`src/rtl/rv32_opcodes_pkg.sv`:
```
// rv32_opcodes_pkg: sequencer state codes, RV32 major opcodes and mcause codes
package rv32_opcodes_pkg;

   typedef enum logic [2:0] {
      ST_FETCH  = 3'd0,
      ST_DECODE = 3'd1,
      ST_EXEC   = 3'd2,
      ST_MEM    = 3'd3,
      ST_WB     = 3'd4,
      ST_TRAP   = 3'd5
   } cpu_state_e;

   localparam logic [6:0] OPC_LOAD   = 7'b0000011;
   localparam logic [6:0] OPC_STORE  = 7'b0100011;
   localparam logic [6:0] OPC_OP     = 7'b0110011;
   localparam logic [6:0] OPC_OP_IMM = 7'b0010011;
   localparam logic [6:0] OPC_LUI    = 7'b0110111;
   localparam logic [6:0] OPC_AUIPC  = 7'b0010111;
   localparam logic [6:0] OPC_JAL    = 7'b1101111;
   localparam logic [6:0] OPC_JALR   = 7'b1100111;
   localparam logic [6:0] OPC_SYSTEM = 7'b1110011;

   localparam logic [4:0] MCAUSE_INSN_FAULT     = 5'd1;
   localparam logic [4:0] MCAUSE_ILLEGAL        = 5'd2;
   localparam logic [4:0] MCAUSE_BREAKPOINT     = 5'd3;
   localparam logic [4:0] MCAUSE_LOAD_MISALIGN  = 5'd4;
   localparam logic [4:0] MCAUSE_LOAD_FAULT     = 5'd5;
   localparam logic [4:0] MCAUSE_STORE_MISALIGN = 5'd6;
   localparam logic [4:0] MCAUSE_STORE_FAULT    = 5'd7;
   localparam logic [4:0] MCAUSE_ECALL_M        = 5'd11;
   localparam logic [4:0] MCAUSE_MEI            = 5'd11;

   // opcodes whose result goes through the writeback state
   function automatic logic needs_wb(input logic [6:0] op);
      return op inside {OPC_OP, OPC_OP_IMM, OPC_LUI, OPC_AUIPC, OPC_JAL, OPC_JALR, OPC_SYSTEM};
   endfunction

endpackage

```
`src/rtl/core_ctrl_fsm.sv`:
```
// core_ctrl_fsm: multi-cycle RV32 sequencer with bus watchdog, trap and mret arbitration
module core_ctrl_fsm
   import rv32_opcodes_pkg::*;
#(
   parameter int BUS_TIMEOUT = 255
) (
   input  logic       clk,
   input  logic       rst_n,
   input  logic [6:0] opcode,
   input  logic       illegal_insn,
   input  logic       is_ecall,
   input  logic       is_ebreak,
   input  logic       is_mret,
   input  logic       misaligned,
   input  logic       irq_pending,
   input  logic       imem_ready,
   input  logic       dmem_ready,
   output logic [2:0] cpu_state,
   output logic       imem_req,
   output logic       ir_we,
   output logic       dmem_req,
   output logic       dmem_we,
   output logic       rf_we,
   output logic       take_trap,
   output logic       take_return,
   output logic       trap_irq,
   output logic [4:0] trap_cause,
   output logic       retire
);

   localparam int WW = $clog2(BUS_TIMEOUT + 1);

   cpu_state_e    state, state_d;
   logic          started_q;
   logic [WW-1:0] wdog, wdog_d;
   logic [4:0]    cause_q, cause_d, exc_cause;
   logic          irq_q, irq_d;
   logic          exc, bnd, busy, timeout, mem_first, mem_op, is_store;

   assign is_store  = opcode == OPC_STORE;
   assign mem_op    = (opcode == OPC_LOAD) | is_store;
   assign busy      = ((state == ST_FETCH) & started_q) | (state == ST_MEM);
   assign timeout   = wdog == WW'(BUS_TIMEOUT);
   assign mem_first = wdog == '0;

   // state, start flag, watchdog and latched trap cause
   always_ff @(posedge clk or negedge rst_n) begin
      if (!rst_n) begin
         state     <= ST_FETCH;
         started_q <= 1'b0;
         wdog      <= '0;
         cause_q   <= '0;
         irq_q     <= 1'b0;
      end else begin
         state     <= state_d;
         started_q <= 1'b1;
         wdog      <= wdog_d;
         cause_q   <= cause_d;
         irq_q     <= irq_d;
      end
   end

   // next state; exceptions beat interrupts, interrupts only at instruction boundaries
   always_comb begin
      state_d   = ST_FETCH;
      exc       = 1'b0;
      exc_cause = '0;
      bnd       = 1'b0;
      case (state)
         ST_FETCH: begin
            exc       = started_q & ~imem_ready & timeout;
            exc_cause = MCAUSE_INSN_FAULT;
            state_d   = (started_q & imem_ready) ? ST_DECODE : ST_FETCH;
         end
         ST_DECODE: begin
            exc       = illegal_insn | is_ebreak | is_ecall;
            exc_cause = illegal_insn ? MCAUSE_ILLEGAL : is_ebreak ? MCAUSE_BREAKPOINT : MCAUSE_ECALL_M;
            state_d   = ST_EXEC;
         end
         ST_EXEC: begin
            state_d = is_mret ? ST_FETCH : mem_op ? ST_MEM : needs_wb(opcode) ? ST_WB : ST_FETCH;
            bnd     = is_mret | (~mem_op & ~needs_wb(opcode));
         end
         ST_MEM: begin
            exc       = (mem_first & misaligned) | (~dmem_ready & timeout);
            exc_cause = (mem_first & misaligned) ? (is_store ? MCAUSE_STORE_MISALIGN : MCAUSE_LOAD_MISALIGN)
                                                 : (is_store ? MCAUSE_STORE_FAULT : MCAUSE_LOAD_FAULT);
            state_d   = ~dmem_ready ? ST_MEM : is_store ? ST_FETCH : ST_WB;
            bnd       = dmem_ready & is_store;
         end
         ST_WB:   bnd = 1'b1;
         default: state_d = ST_FETCH;
      endcase
      cause_d = cause_q;
      irq_d   = irq_q;
      if (exc | (bnd & irq_pending)) begin
         state_d = ST_TRAP;
         cause_d = exc ? exc_cause : MCAUSE_MEI;
         irq_d   = ~exc;
      end
      wdog_d = (busy && state_d == state) ? wdog + WW'(1) : '0;
   end

   // datapath controls decoded from the current state
   always_comb begin
      cpu_state   = state;
      imem_req    = (state == ST_FETCH) & started_q;
      ir_we       = imem_req & imem_ready;
      dmem_req    = (state == ST_MEM) & ~(mem_first & misaligned);
      dmem_we     = dmem_req & is_store;
      rf_we       = state == ST_WB;
      take_trap   = state == ST_TRAP;
      trap_irq    = take_trap & irq_q;
      trap_cause  = take_trap ? cause_q : '0;
      take_return = (state == ST_EXEC) & is_mret;
      retire      = rf_we | (dmem_we & dmem_ready)
                  | ((state == ST_EXEC) & (is_mret | (~mem_op & ~needs_wb(opcode))));
   end

endmodule

```
`config.mk`:
```
export PLATFORM = sky130hd
export DESIGN_NAME = core_ctrl_fsm
export DESIGN_NICKNAME = d
export VERILOG_FILES = /design/src/rtl/rv32_opcodes_pkg.sv /design/src/rtl/core_ctrl_fsm.sv
export SDC_FILE = /design/constraint.sdc
export NUM_CORES = 1
export LEC_CHECK = 0
export CELL_PAD_IN_SITES_DETAIL_PLACEMENT = 2
export CELL_PAD_IN_SITES_GLOBAL_PLACEMENT = 2
export CORE_UTILIZATION = 27
export CTS_CLUSTER_DIAMETER = 100
export DETAILED_ROUTE_END_ITERATION = 16
export PLACE_DENSITY_LB_ADDON = 0.1
export SYNTH_ARGS = -nofsm -noshare
export SYNTH_HDL_FRONTEND = slang
export SYNTH_SLANG_ARGS = --single-unit
```
`constraint.sdc`:
```
create_clock -name clk -period 2.4 [get_ports clk]
set_clock_uncertainty 0.15 [all_clocks]
set_input_delay 0.48 -clock clk [delete_from_list [all_inputs] [get_ports clk]]
set_output_delay 0.48 -clock clk [all_outputs]
set_load 0.05 [all_outputs]
```
==> metrics.md <==
| Metric | Value |
|---|---|
| Seq cells post-synth | 17 |
| IO buf count | 32 |
| Final #Nets | 208 |
| FP Rows | 23 |
| Unrepaired setup endpoints after global routing | true |
| Post-route cell area | ~0.0020 sq mm |
| Leakage | 0.836 nW |
| Synth area leader | dfrtp_1 |
| Total CTS buffers | 3 |
| Placed cell count | 226 |
| Most frequent cells in the layout | buf_4 (29), dfrtp_1 (14), clkdlybuf4s50_1 (13), nor2_1 (12) |
| H-Tree Depth | 1 |
| Starting DRT DRC Count | between 60 and 70 |
| ANT cells | 0 |
| Max VDD drop | roughly 0.45 mV |
| Die W | approximately 67 um |
| Fin crit share | 109% |
| Finished Layout Cells | 238 |
| Worst path depth | 7 |
| CTS root buffer | clkbuf_8 |
| CTS sink count | 17 |
| CTS clk-pin slew, worst paths | 0.07 ns |
| Worst Hold Class | flop to flop |
| Fill cell count | around 420 |
| Register area | approximately 430 sq um |
| Routed via count | roughly 1.2k |
| Crit path required time | ~1.8 ns |
| Die height | approximately 67 um |
| Post-Synthesis Cells | between 100 and 150 |
| Initial core utilization | between 20% and 30% |
| Crit path cell chain | buf_6 -> or4_4 -> or3_4 -> nor3_4 -> nand2_2 -> o21ai_4 -> buf_12 |
| Register area share after synthesis | a little under two fifths |
| Highest Clock Rate | approximately 380 MHz |
| RePlAce Congestion | around 0.76 |
| CP max stage cell | or4_4 |
| Hold_buf cts | 0 |
| Largest net degree at the start of global routing | 12 |
| Commonest non-fill, non-tap cell in the layout | buf_4 |
| Fin. max-slew vios | 0 |
| Core area | 0.00400 sq mm |
| Yosys cell types | between 40 and 50 |
| Setup tns final | -0.387 ns |
| MaxCap Viol Count | 0 |
| Vias in the first global route | between 1k and 1.5k |
| Yosys top cell area share | 37.9% |
| Cell Area, Placed | approximately 0.0018 sq mm |
| Number of I/O pins | 34 |
| Sw Pwr | approximately 0.87 mW |
| Hold depth | 1 |
| Dominant cells by area after synthesis | dfrtp_1 (38%), and2_1 (4.5%), nor2_1 (4.3%) |
| Critical path buffers and inverters | 2 |
| Critical Path Sink Type | output pin |
| CP top delay family | simple AND/OR/NAND/NOR gates |
| Vias per Instance | 5.18 |
| Startpoint Class | primary input |
| Switching share of power | around 45% |
| Total power | 1.92 mW |
| Asr flop ratio synth | between 90% and 100% |
| Crit Path Class | primary input to output pin |
| Worst Tran Pin Value | a little under 0.5 ns |
| Congestion Overflow GR | 0 |
| Post-route DRC violation count | 0 |
| Layout cells sized above 1 | 43.1% |
| Hold Violations, Final | 0 |
| Syn nets | between 100 and 150 |
| R2R cell count | 7 |
| CTS tree | yes |
| First-pass detailed-route iteration total | 2 |
| Synth Area per Inst | slightly below 9 sq um |
| Ys Warns | 0 |
| Min Tclk post-route | 2.62 ns |
| CP Data Arrival Time | 1.99 ns |
| Power share of the clock group | around 11% |
| Total GRT Usage | 19.9% |
| Flop pwr share | roughly 23% |
| Final Util | 49.3% |
| Area grow syn2layout | 75.5% |
| Setup violators final | 2 |
| Hpwl dp | ~3.1 mm |
| Wirelength per Cell | 17.6 um |
| Detailed Route WL | ~4.2 mm |
| Slew headroom | around 67% |
| Status | finished, violations left |
| Worst setup slack after layout | -0.223 ns |
| Post-synth top flop | dfrtp_1 |
| Antenna Nets Post-Route | 0 |
| Clock buffer depth | 2 |
| Cell internal pwr | about 1.0 mW |
| First-pass GRT wire length | about 6.5 mm |
| Initial antenna violation count | 0 |
| Mapped Area | 0.00112 sq mm |
| Comb pwr share | approximately two thirds |
| Post-synth EDFFs | 0 |
| Crit path largest cell delay | between 0.5 and 0.6 ns |
| Pwr Density | 973 mW/mm^2 |
| Die area | 0.00442 sq mm |
| Clk_lat worst skew | about 0.25 ns |
| Multi-input logic area | approximately 760 sq um |
| CP Max Fanout | 2 |
| Violated checks | negative setup slack |
-- sequential cells by signal, summed over array words and instances (netlist names) --
name and cells:
cause_q 4, cpu_state 3, irq_q 1, started_q 1, wdog 8
-- stage by stage --
step / hold slack [ns] / worst slack, ns
after floorplan: 0.0344 / -0.359
after global placement: 0.328 / -0.519
after detailed placement: 0.346 / -0.601
after CTS: 0.357 / -0.321
after global routing: 0.384 / -0.269
final: 0.349 / -0.223
-- synthesized netlist by cell type (2+ instances only) --
library cell and instances:
a2111oi_0 2, a21oi_1 3, a31oi_1 2, and2_1 8
and3_1 2, clkbuf_1 2, conb_1 2, dfrtp_1 17
ha_1 2, inv_1 5, nand2_1 12, nand3_1 6
nand3b_1 2, nor2_1 13, nor2b_1 2, nor3_1 2
nor3b_1 2, nor4_1 2, o21ai_0 5, o31a_2 2
o41ai_1 2, or3_1 2, xnor2_1 2, xor2_1 4
-- layer usage --
metal	share of wire (%)	global-route usage (%)	wire, um	vias up
met2	52	33.5	2170	23
met3	2.5	2.05	103	6
met4	1.3	6.38	53	0
li1	-	-	-	582
met1	45	26.4	1870	623
met5	0	0	0	-
-- cell type report --
class                           count  area share (%)
Timing Repair Buffer               61            32.9
Multi-Input combinational cell    101            38.7
Sequential cell                    17            21.8
Tap cell                           50            3.17
Clock inverter                      1           0.254
Clock buffer                        3            2.09
Inverter                            5            1.14
-- worst paths after layout --
path / start / end / slack [ns]
worst max-delay path: opcode[3] / retire / -0.22
worst min-delay path: wdog[0]$_DFF_PN0_ / wdog[0]$_DFF_PN0_ / 0.35
worst max register to register: cpu_state[0]$_DFF_PN0_ / cause_q[0]$_DFFE_PN0N_ / 0.24
worst min register to register: wdog[0]$_DFF_PN0_ / wdog[0]$_DFF_PN0_ / 0.35
max in group asynchronous: rst_n / cause_q[2]$_DFFE_PN0N_ / 1.20
min in group asynchronous: rst_n / wdog[0]$_DFF_PN0_ / 0.40
-- cell families (layout without fill, tap and decap cells) --
| group | after synthesis | count (layout) | synth area share [%] |
|---|---|---|---|
| flops | 17 | 17 | 37.9 |
| fa+ha+maj | 2 | 2 | 2.23 |
| xor+xnor | 6 | 6 | 4.68 |
| other cells | 2 | 2 | 0.668 |
| compound gates | 28 | 28 | 19.5 |
| buf+inv | 9 | 70 | 3.45 |
| simple gates | 62 | 62 | 30.7 |
| mux | 1 | 1 | 0.891 |
-- power groups by stage --
stage	clock network, mW	registers (mW)	logic [mW]
final	0.216	0.432	1.27
after global routing	0.241	0.441	1.35
after CTS	0.229	0.431	1.22
after detailed placement	0	0.436	1.19
after global placement	0	0.431	1.16
after floorplan	0	0.497	0.635
-- timing repair --
action,CTS,global route
endpoints found under the setup margin,11,9
resized for setup,26,7
setup buffers,3,5
pin swaps,4,8
Note: power is estimated with default switching activity, not from simulation.
